`src/rtl/traffic_pkg.sv`:
```
// Shared types for the two-road traffic sequencer: phase codes, light codes and
// the mapping from a phase to the dwell parameter that times it.
package traffic_pkg;

    typedef enum logic [2:0] {
        S0 = 3'd0,
        S1 = 3'd1,
        S2 = 3'd2,
        S3 = 3'd3,
        S4 = 3'd4,
        S5 = 3'd5,
        S6 = 3'd6,
        S7 = 3'd7
    } phase_t;

    localparam logic [1:0] GREEN  = 2'b00;
    localparam logic [1:0] YELLOW = 2'b01;
    localparam logic [1:0] RED    = 2'b10;

    typedef enum logic [1:0] {
        DurGreen,
        DurYellow,
        DurAllRed
    } dur_class_t;

    function automatic dur_class_t phase_dur(input phase_t p);
        dur_class_t r;
        case (p)
            S0, S4:         r = DurGreen;
            S2, S6:         r = DurAllRed;
            default:        r = DurYellow;
        endcase
        return r;
    endfunction

endpackage

```
`src/rtl/tick_gen.sv`:
```
// Free-running prescaler: one-cycle tick every TICK_DIV clocks, never restarted by
// the phase logic so phase changes stay aligned to the tick grid.
module tick_gen #(
    parameter int unsigned TICK_DIV = 100_000_000
) (
    input  logic clk,
    input  logic reset,
    output logic tick
);

    localparam int unsigned PW = $clog2(TICK_DIV);
    localparam logic [PW-1:0] LAST = PW'(TICK_DIV - 1);

    logic [PW-1:0] r_count;

    always_ff @(posedge clk or posedge reset) begin
        if (reset) begin
            r_count <= '0;
        end else if (r_count == LAST) begin
            r_count <= '0;
        end else begin
            r_count <= r_count + PW'(1);
        end
    end

    assign tick = (r_count == LAST);

endmodule

```
`src/rtl/traffic_sequencer.sv`:
```
// Two-road traffic phase sequencer: synchronizes the road sensors, times each phase
// in ticks and steps the phase code S0..S7 in a fixed ring.
module traffic_sequencer
    import traffic_pkg::*;
#(
    parameter int unsigned TICK_DIV    = 100_000_000,
    parameter int unsigned T_MIN_GREEN = 5,
    parameter int unsigned T_YELLOW    = 3,
    parameter int unsigned T_ALLRED    = 1
) (
    input  logic       clk,
    input  logic       reset,
    input  logic       ta,
    input  logic       tb,
    output logic [2:0] s,
    output logic       state_change
);

    localparam int unsigned DMAX_GY = (T_MIN_GREEN > T_YELLOW) ? T_MIN_GREEN : T_YELLOW;
    localparam int unsigned DMAX    = (DMAX_GY > T_ALLRED) ? DMAX_GY : T_ALLRED;
    localparam int unsigned DW      = $clog2(DMAX + 1);

    logic          w_tick;
    logic [1:0]    r_ta_sync;
    logic [1:0]    r_tb_sync;
    phase_t        r_s;
    logic          r_state_change;
    logic [DW-1:0] r_dwell;
    logic [DW-1:0] w_last;
    logic          w_demand;
    logic          w_advance;
    phase_t        w_next;

    tick_gen #(
        .TICK_DIV (TICK_DIV)
    ) u_tick_gen (
        .clk   (clk),
        .reset (reset),
        .tick  (w_tick)
    );

    always_ff @(posedge clk or posedge reset) begin
        if (reset) begin
            r_ta_sync <= '0;
            r_tb_sync <= '0;
        end else begin
            r_ta_sync <= {r_ta_sync[0], ta};
            r_tb_sync <= {r_tb_sync[0], tb};
        end
    end

    always_comb begin
        w_last = '0;
        unique case (phase_dur(r_s))
            DurGreen:  w_last = DW'(T_MIN_GREEN - 1);
            DurYellow: w_last = DW'(T_YELLOW - 1);
            default:   w_last = DW'(T_ALLRED - 1);
        endcase
    end

    // Only green phases listen to the sensors; demand holds green past its minimum.
    always_comb begin
        w_demand = 1'b0;
        if (r_s == S0) begin
            w_demand = r_ta_sync[1];
        end else if (r_s == S4) begin
            w_demand = r_tb_sync[1];
        end
    end

    assign w_advance = w_tick && (r_dwell >= w_last) && !w_demand;

    always_comb begin
        w_next = S0;
        case (r_s)
            S0:      w_next = S1;
            S1:      w_next = S2;
            S2:      w_next = S3;
            S3:      w_next = S4;
            S4:      w_next = S5;
            S5:      w_next = S6;
            S6:      w_next = S7;
            S7:      w_next = S0;
            default: w_next = S0;
        endcase
    end

    always_ff @(posedge clk or posedge reset) begin
        if (reset) begin
            r_s            <= S0;
            r_state_change <= 1'b0;
            r_dwell        <= '0;
        end else begin
            r_state_change <= w_advance;
            if (w_advance) begin
                r_s     <= w_next;
                r_dwell <= '0;
            end else if (w_tick && (r_dwell < w_last)) begin
                r_dwell <= r_dwell + DW'(1);
            end
        end
    end

    assign s            = r_s;
    assign state_change = r_state_change;

endmodule

```
`config.mk`:
```
export PLATFORM = sky130hd
export DESIGN_NAME = traffic_sequencer
export DESIGN_NICKNAME = d
export VERILOG_FILES = /design/src/rtl/traffic_pkg.sv /design/src/rtl/tick_gen.sv /design/src/rtl/traffic_sequencer.sv
export SDC_FILE = /design/constraint.sdc
export NUM_CORES = 1
export LEC_CHECK = 0
export BUFFER_PORTS_ARGS = -buffer_cell sky130_fd_sc_hd__buf_4
export CAP_MARGIN = 20
export CELL_PAD_IN_SITES_DETAIL_PLACEMENT = 1
export CELL_PAD_IN_SITES_GLOBAL_PLACEMENT = 2
export CORE_ASPECT_RATIO = 1.2
export CORE_MARGIN = 2
export CORE_UTILIZATION = 43
export DETAILED_ROUTE_END_ITERATION = 10
export GPL_TIMING_DRIVEN = 0
export PLACE_DENSITY_LB_ADDON = 0.1
export RECOVER_POWER = 50
export SKIP_LAST_GASP = 1
export SLEW_MARGIN = 20
export SYNTH_ARGS = -nofsm -noshare
export SYNTH_HDL_FRONTEND = slang
export SYNTH_SLANG_ARGS = --single-unit
```
`constraint.sdc`:
```
create_clock -name clk -period 2.92 [get_ports clk]
set_input_delay 0.73 -clock clk [delete_from_list [all_inputs] [get_ports clk]]
set_output_delay 0.73 -clock clk [all_outputs]
set_load 0.02 [all_outputs]
```
==> results of run 1 <==
-- routing by layer --
metal	up-vias	track usage [%]	wire, um
met5	-	0	0
met4	0	8.13	46
met3	4	3.91	117
met2	14	34.5	2460
met1	800	26.3	2010
li1	712	-	-
-- cell usage after synthesis (all sizes together) (4+ instances only) --
cell	n	share of area, %
nor2	21	4.0
nand3	12	3.7
inv	7	1.3
xnor2	6	2.7
ha	8	5.1
nand2	16	3.1
dfrtp	38	49
nor3	4	1.8
and3	4	1.5
o21ai	12	3.1
nor2b	4	1.3
nand4	12	3.8
xor2	10	4.5
-- final cells by class --
cell class                      instances  area, um^2  area share, %
Buffer                                  4        26.3           1.21
Sequential cell                        38         951           43.6
Clock buffer                            6        82.6           3.79
Tap cell                               56        70.1           3.21
Clock inverter                          2        12.5          0.574
Inverter                                7        26.3           1.21
Multi-Input combinational cell        143         955           43.8
Timing Repair Buffer                    8        56.3           2.58
-- critical path, cell delays in order, from the launching register on --
cell and delay, ps:
dfrtp_1 450, inv_1 110, ha_1 210, nand2b_1 140, ha_1 310, nor2b_1 150, o211ai_1 340, nand4_1 240
o21ai_0 220, o21ai_1 90
-- stage by stage --
stage	hold slack, ps	power [W]	instances
floorplan	331	0.000548	192
global route	372	0.000960	264
CTS	363	0.000939	264
finish	356	0.000923	264
global placement	334	0.000554	255
detailed placement	346	0.000559	256
-- where the power goes --
group | leakage [nW] | switching, W | internal, W
clock | 0.0472 | 0.000190 | 0.000190
sequential | 0.507 | 0.000000640 | 0.000529
combinational | 0.380 | 0.0000113 | 0.00000316
total | 0.934 | 0.000202 | 0.000722
-- logic make-up after synthesis --
kind of cell / after synthesis / share of synthesized area [%]
multiplexers: 2 / 1.09
AO/OA/AOI/OAI: 29 / 9.59
buffers and inverters: 11 / 2.68
adder cells (fa/ha/maj): 8 / 5.11
flip-flops: 38 / 48.6
AND/OR/NAND/NOR: 88 / 25.8
XOR/XNOR: 16 / 7.16
-- worst paths after layout --
kind	start	to	slack [ps]	depth (start not counted)
max reg2reg	s[0]	r_dwell[2]	530	9
max	s[0]	r_dwell[2]	530	9
min reg2reg	r_tb_sync[0]	r_tb_sync[1]	360	0
min	r_tb_sync[0]	r_tb_sync[1]	360	0
max in group asynchronous	reset	u_tick_gen.r_count[17]	820	3
min in group asynchronous	reset	u_tick_gen.r_count[5]	460	2
-- flip-flops by register name, indices dropped and copies added, names as in the netlist --
| name | cells |
|---|---|
| u_tick_gen.r_count | 27 |
| r_dwell | 3 |
| s | 3 |
| r_ta_sync | 2 |
| r_tb_sync | 2 |
| state_change | 1 |
==> results.sh, run 1 <==
export IMPL_drtIter0Drc=37
export IMPL_io_pin_count=8
export IMPL_power_density_nw_per_um2=423
export IMPL_die_h_um=77.9
export IMPL_stdcell_area_um2=2180
export IMPL_path_class="reg2reg"
export IMPL_grt_max_degree=26
export IMPL_portBuffers=7
export IMPL_setup_viol=0
export IMPL_antenna_found_initial=0
export IMPL_via_count=1530
export IMPL_clock_skew_ps=5.28
export IMPL_row_count=26
export IMPL_maxCapViolCount=0
export IMPL_yosys_warnings=0
export IMPL_syn_area_um2=1960
export IMPL_syn_num_nets=204
export IMPL_antenna_cells=0
export IMPL_slew_headroom_pct=8.03
export IMPL_synth_enable_flop_cells=0
export IMPL_period_minus_slack_ps=2390
export IMPL_grt_pass1_vias=1607
export IMPL_htree_levels=2
export IMPL_rsz0062_at_grt="no"
export IMPL_clk_latency_ps=290
export IMPL_netlist_instances=192
export IMPL_synth_cell_types=42
export IMPL_cts_resized=0
export IMPL_final_cell_mix="38 x dfrtp_1, 21 x nor2_1, 16 x nand2_1"
export IMPL_hold_viol_final=0
export IMPL_nFillCells=509
export IMPL_fmax_ghz=0.419
export IMPL_start_util_pct=45.3
export IMPL_postCtsHoldBufs=0
export IMPL_async_reset_ff_share_pct=100
export IMPL_pre_cts_slack_ps=547
export IMPL_critical_path_peak_fanout=6
export IMPL_crit_path_start_kind="flip-flop"
export IMPL_period_share_pct=81.8
export IMPL_vdd_drop_max_mv=0.282
export IMPL_syn_to_final_growth_pct=11.3
export IMPL_finalSetupTns_ps=0
export IMPL_cp_required_ps=3090
export IMPL_post_synth_cell_area_avg_um2=10.2
export IMPL_layout_commonest_cell="dfrtp_1"
export IMPL_via_per_inst=5.80
export IMPL_track_usage_pct=20.7
export IMPL_synth_ff_type="dfrtp_1"
export IMPL_cts_buffers=5
export IMPL_worstSetupEndpointType="flip-flop"
export IMPL_cts_tree="yes"
export IMPL_cp_data_arrival_time_ps=2560
export IMPL_drc=0
export IMPL_first_pass_iters=4
export IMPL_placed_area_um2=2100
export IMPL_cts_root_buf="clkbuf_8"
export IMPL_routed_wl_um=4640
export IMPL_synth_seq_cells=38
export IMPL_dp_hpwl_um=3450
export IMPL_wl_per_cell_um=17.6
export IMPL_fin_nets=219
export IMPL_core_area_um2=4330
export IMPL_overflow=0
export IMPL_cts_buffer_depth=2
export IMPL_leakagePower_nw=0.934
export IMPL_gp_congestion=0.818
export IMPL_yosysSeqAreaShare_pct=48.6
export IMPL_final_util_pct=50.4
export IMPL_cts_setup_buffers=0
export IMPL_die_area_um2=5110
export IMPL_drt_antenna_violating_nets=0
export IMPL_cts_sinks=38
export IMPL_tightest_slew_ps=1380
export IMPL_die_w_um=65.6
export IMPL_grt_pass1_wl_um=7950
export IMPL_outcome="finished clean"
export IMPL_worst_slack_ps=531
export IMPL_layout_drive_gt1_share_pct=12.5
export IMPL_finalMaxSlewViolations=0
export IMPL_clk_pin_slew_ps=70
export IMPL_hold_class="reg2reg"
No activity file was read; power rests on OpenSTA's default activity.
==> run 2: changes to the inputs <==
CORE_UTILIZATION = 40   (was 43)
clock period = 2.3 ns   (was 2.92 ns; I/O delays follow)
==> run 2 against run 1 <==
Sequential share of layout area down 1.1 points. Via count down 3.1%. Flip-flop and latch count unchanged. Global-route usage down 1.9 points. Critical endpoint is now s[0]. Sequential power up 27%. Clock power up 52%.
==> results.sh, run 2 (synthesized netlist as in run 1, its figures left out) <==
export IMPL_die_w_um=67.9
export IMPL_grt_pass1_wl_um=7720
export IMPL_first_pass_iters=6
export IMPL_clk_pin_slew_ps=80
export IMPL_cp_required_ps=2530
export IMPL_maxCapViolCount=0
export IMPL_portBuffers=7
export IMPL_crit_path_start_kind="flip-flop"
export IMPL_fmax_ghz=0.462
export IMPL_cts_tree="yes"
export IMPL_grt_pass1_vias=1604
export IMPL_critical_path_peak_fanout=6
export IMPL_crit_slowest_cell="dfrtp_2"
export IMPL_htree_levels=2
export IMPL_row_count=27
export IMPL_die_h_um=80.6
export IMPL_drtIter0Drc=87
export IMPL_cpMostUsedCell="ha_1"
export IMPL_antenna_found_initial=0
export IMPL_path_class="reg2reg"
export IMPL_layout_commonest_cell="dfrtp_1"
export IMPL_setup_viol=0
export IMPL_overflow=0
export IMPL_die_area_um2=5470
export IMPL_layout_drive_gt1_share_pct=14.7
export IMPL_fin_nets=222
export IMPL_via_per_inst=5.51
export IMPL_drc=0
export IMPL_antenna_cells=0
export IMPL_period_minus_slack_ps=2160
export IMPL_clock_skew_ps=6.01
export IMPL_gp_congestion=0.770
export IMPL_finalSetupTns_ps=0
export IMPL_worstSetupEndpointType="flip-flop"
export IMPL_period_share_pct=94.1
export IMPL_hold_viol_final=0
export IMPL_worstPathCellList="inv_1 -> ha_1 -> nand2b_1 -> ha_1 -> nand3b_1 -> a32oi_2 -> nand4_1 -> a211o_1 -> nand2_1"
export IMPL_power_density_nw_per_um2=566
export IMPL_track_usage_pct=18.8
export IMPL_cts_sinks=38
export IMPL_routed_wl_um=4550
export IMPL_wl_per_cell_um=16.9
export IMPL_cts_root_buf="clkbuf_8"
export IMPL_regMostFlops="u_tick_gen.r_count"
export IMPL_dp_hpwl_um=3290
export IMPL_crit_family="compound AO/OA/AOI/OAI gates"
export IMPL_cts_buffer_depth=2
export IMPL_core_area_um2=4660
export IMPL_clk_latency_ps=290
export IMPL_final_util_pct=48.0
export IMPL_cts_buffers=5
export IMPL_final_cell_mix="37 x dfrtp_1, 21 x nor2_1, 16 x nand2_1"
export IMPL_hold_class="in2async"
export IMPL_io_pin_count=8
export IMPL_syn_to_final_growth_pct=14.4
export IMPL_rsz0062_at_grt="no"
export IMPL_critPathMaxStageDelay_ps=430
export IMPL_outcome="finished clean"
export IMPL_slew_headroom_pct=14.9
export IMPL_start_util_pct=42.0
export IMPL_via_count=1482
export IMPL_leakagePower_nw=0.962
export IMPL_drt_antenna_violating_nets=0
export IMPL_critPathBufInv=1
export IMPL_postCtsHoldBufs=0
export IMPL_largest_register_ffs=27
export IMPL_finalMaxSlewViolations=0
export IMPL_cp_data_arrival_time_ps=2390
export IMPL_tightest_slew_ps=1270
export IMPL_grt_max_degree=28
export IMPL_vdd_drop_max_mv=0.412
-- run 2: changes by cell type in the layout (fill, tap and decap cells not counted), sizes merged --
cell / before / now
buf: 5 / 8
bufinv: 0 / 1
clkbuf: 13 / 12
clkinv: 1 / 0
dlymetal6s2s: 0 / 1
-- run 2: area by class of cell --
class,instances,area (um^2)
clock inverter,2,37.5
timing repair buffer,11,87.6
sequential,38,952
multi-input combinational,143,965
inverter,7,26.3
buffer,4,26.3
tap,58,72.6
clock buffer,6,72.6
fill,529,2420
-- run 2: worst reg2reg max path: stages, from the launching register on --
cell,delay (ps)
dfrtp_2,430
inv_1,80
ha_1,210
nand2b_1,150
ha_1,310
nand3b_1,130
a32oi_2,250
nand4_1,170
a211o_1,320
nand2_1,60
-- run 2: what timing repair did --
| item | 4_1_cts | 5_1_grt |
|---|---|---|
| setup buffers | 1 | 2 |
| endpoints found under the setup margin | 2 | 5 |
| gates resized for setup | 1 | 3 |
| hold endpoints to repair | 0 | 0 |
| pin swaps | 1 | 3 |
-- run 2: final timing paths --
check,startpoint,slack (ps),cells after the start,to
max reg2reg,s[0],140,9,s[0]
min,reset,270,2,u_tick_gen.r_count[2]
max,s[0],140,9,s[0]
min reg2reg,r_ta_sync[0],360,0,r_ta_sync[1]
min in group clk,r_ta_sync[0],360,0,r_ta_sync[1]
max in group asynchronous,reset,390,3,s[0]
-- run 2: power breakdown --
| part | switching [W] | internal, W |
|---|---|---|
| sequential | 0.000000887 | 0.000671 |
| combinational | 0.0000148 | 0.00000506 |
| clock | 0.000252 | 0.000324 |
| total | 0.000268 | 0.00100 |
-- run 2: through the flow --
stage | hold slack, ps | cells | setup WS (ps) | total power [W] | area (um^2)
after global placement | 336 | 257 | -5.31 | 0.000704 | 2080
after floorplan | 331 | 192 | 135 | 0.000696 | 1960
after CTS | 221 | 267 | -38.0 | 0.00128 | 2230
after global routing | 299 | 269 | 24.3 | 0.00131 | 2240
final | 272 | 269 | 136 | 0.00127 | 2240
after detailed placement | 347 | 258 | -136 | 0.000710 | 2100
-- run 2: layer usage --
| layer | global-route usage [%] | part of all wire [%] |
|---|---|---|
| met3 | 3.78 | 1.6 |
| met5 | 0 | 0 |
| met2 | 32.3 | 51 |
| met1 | 23.6 | 46 |
| met4 | 5.40 | 1.2 |
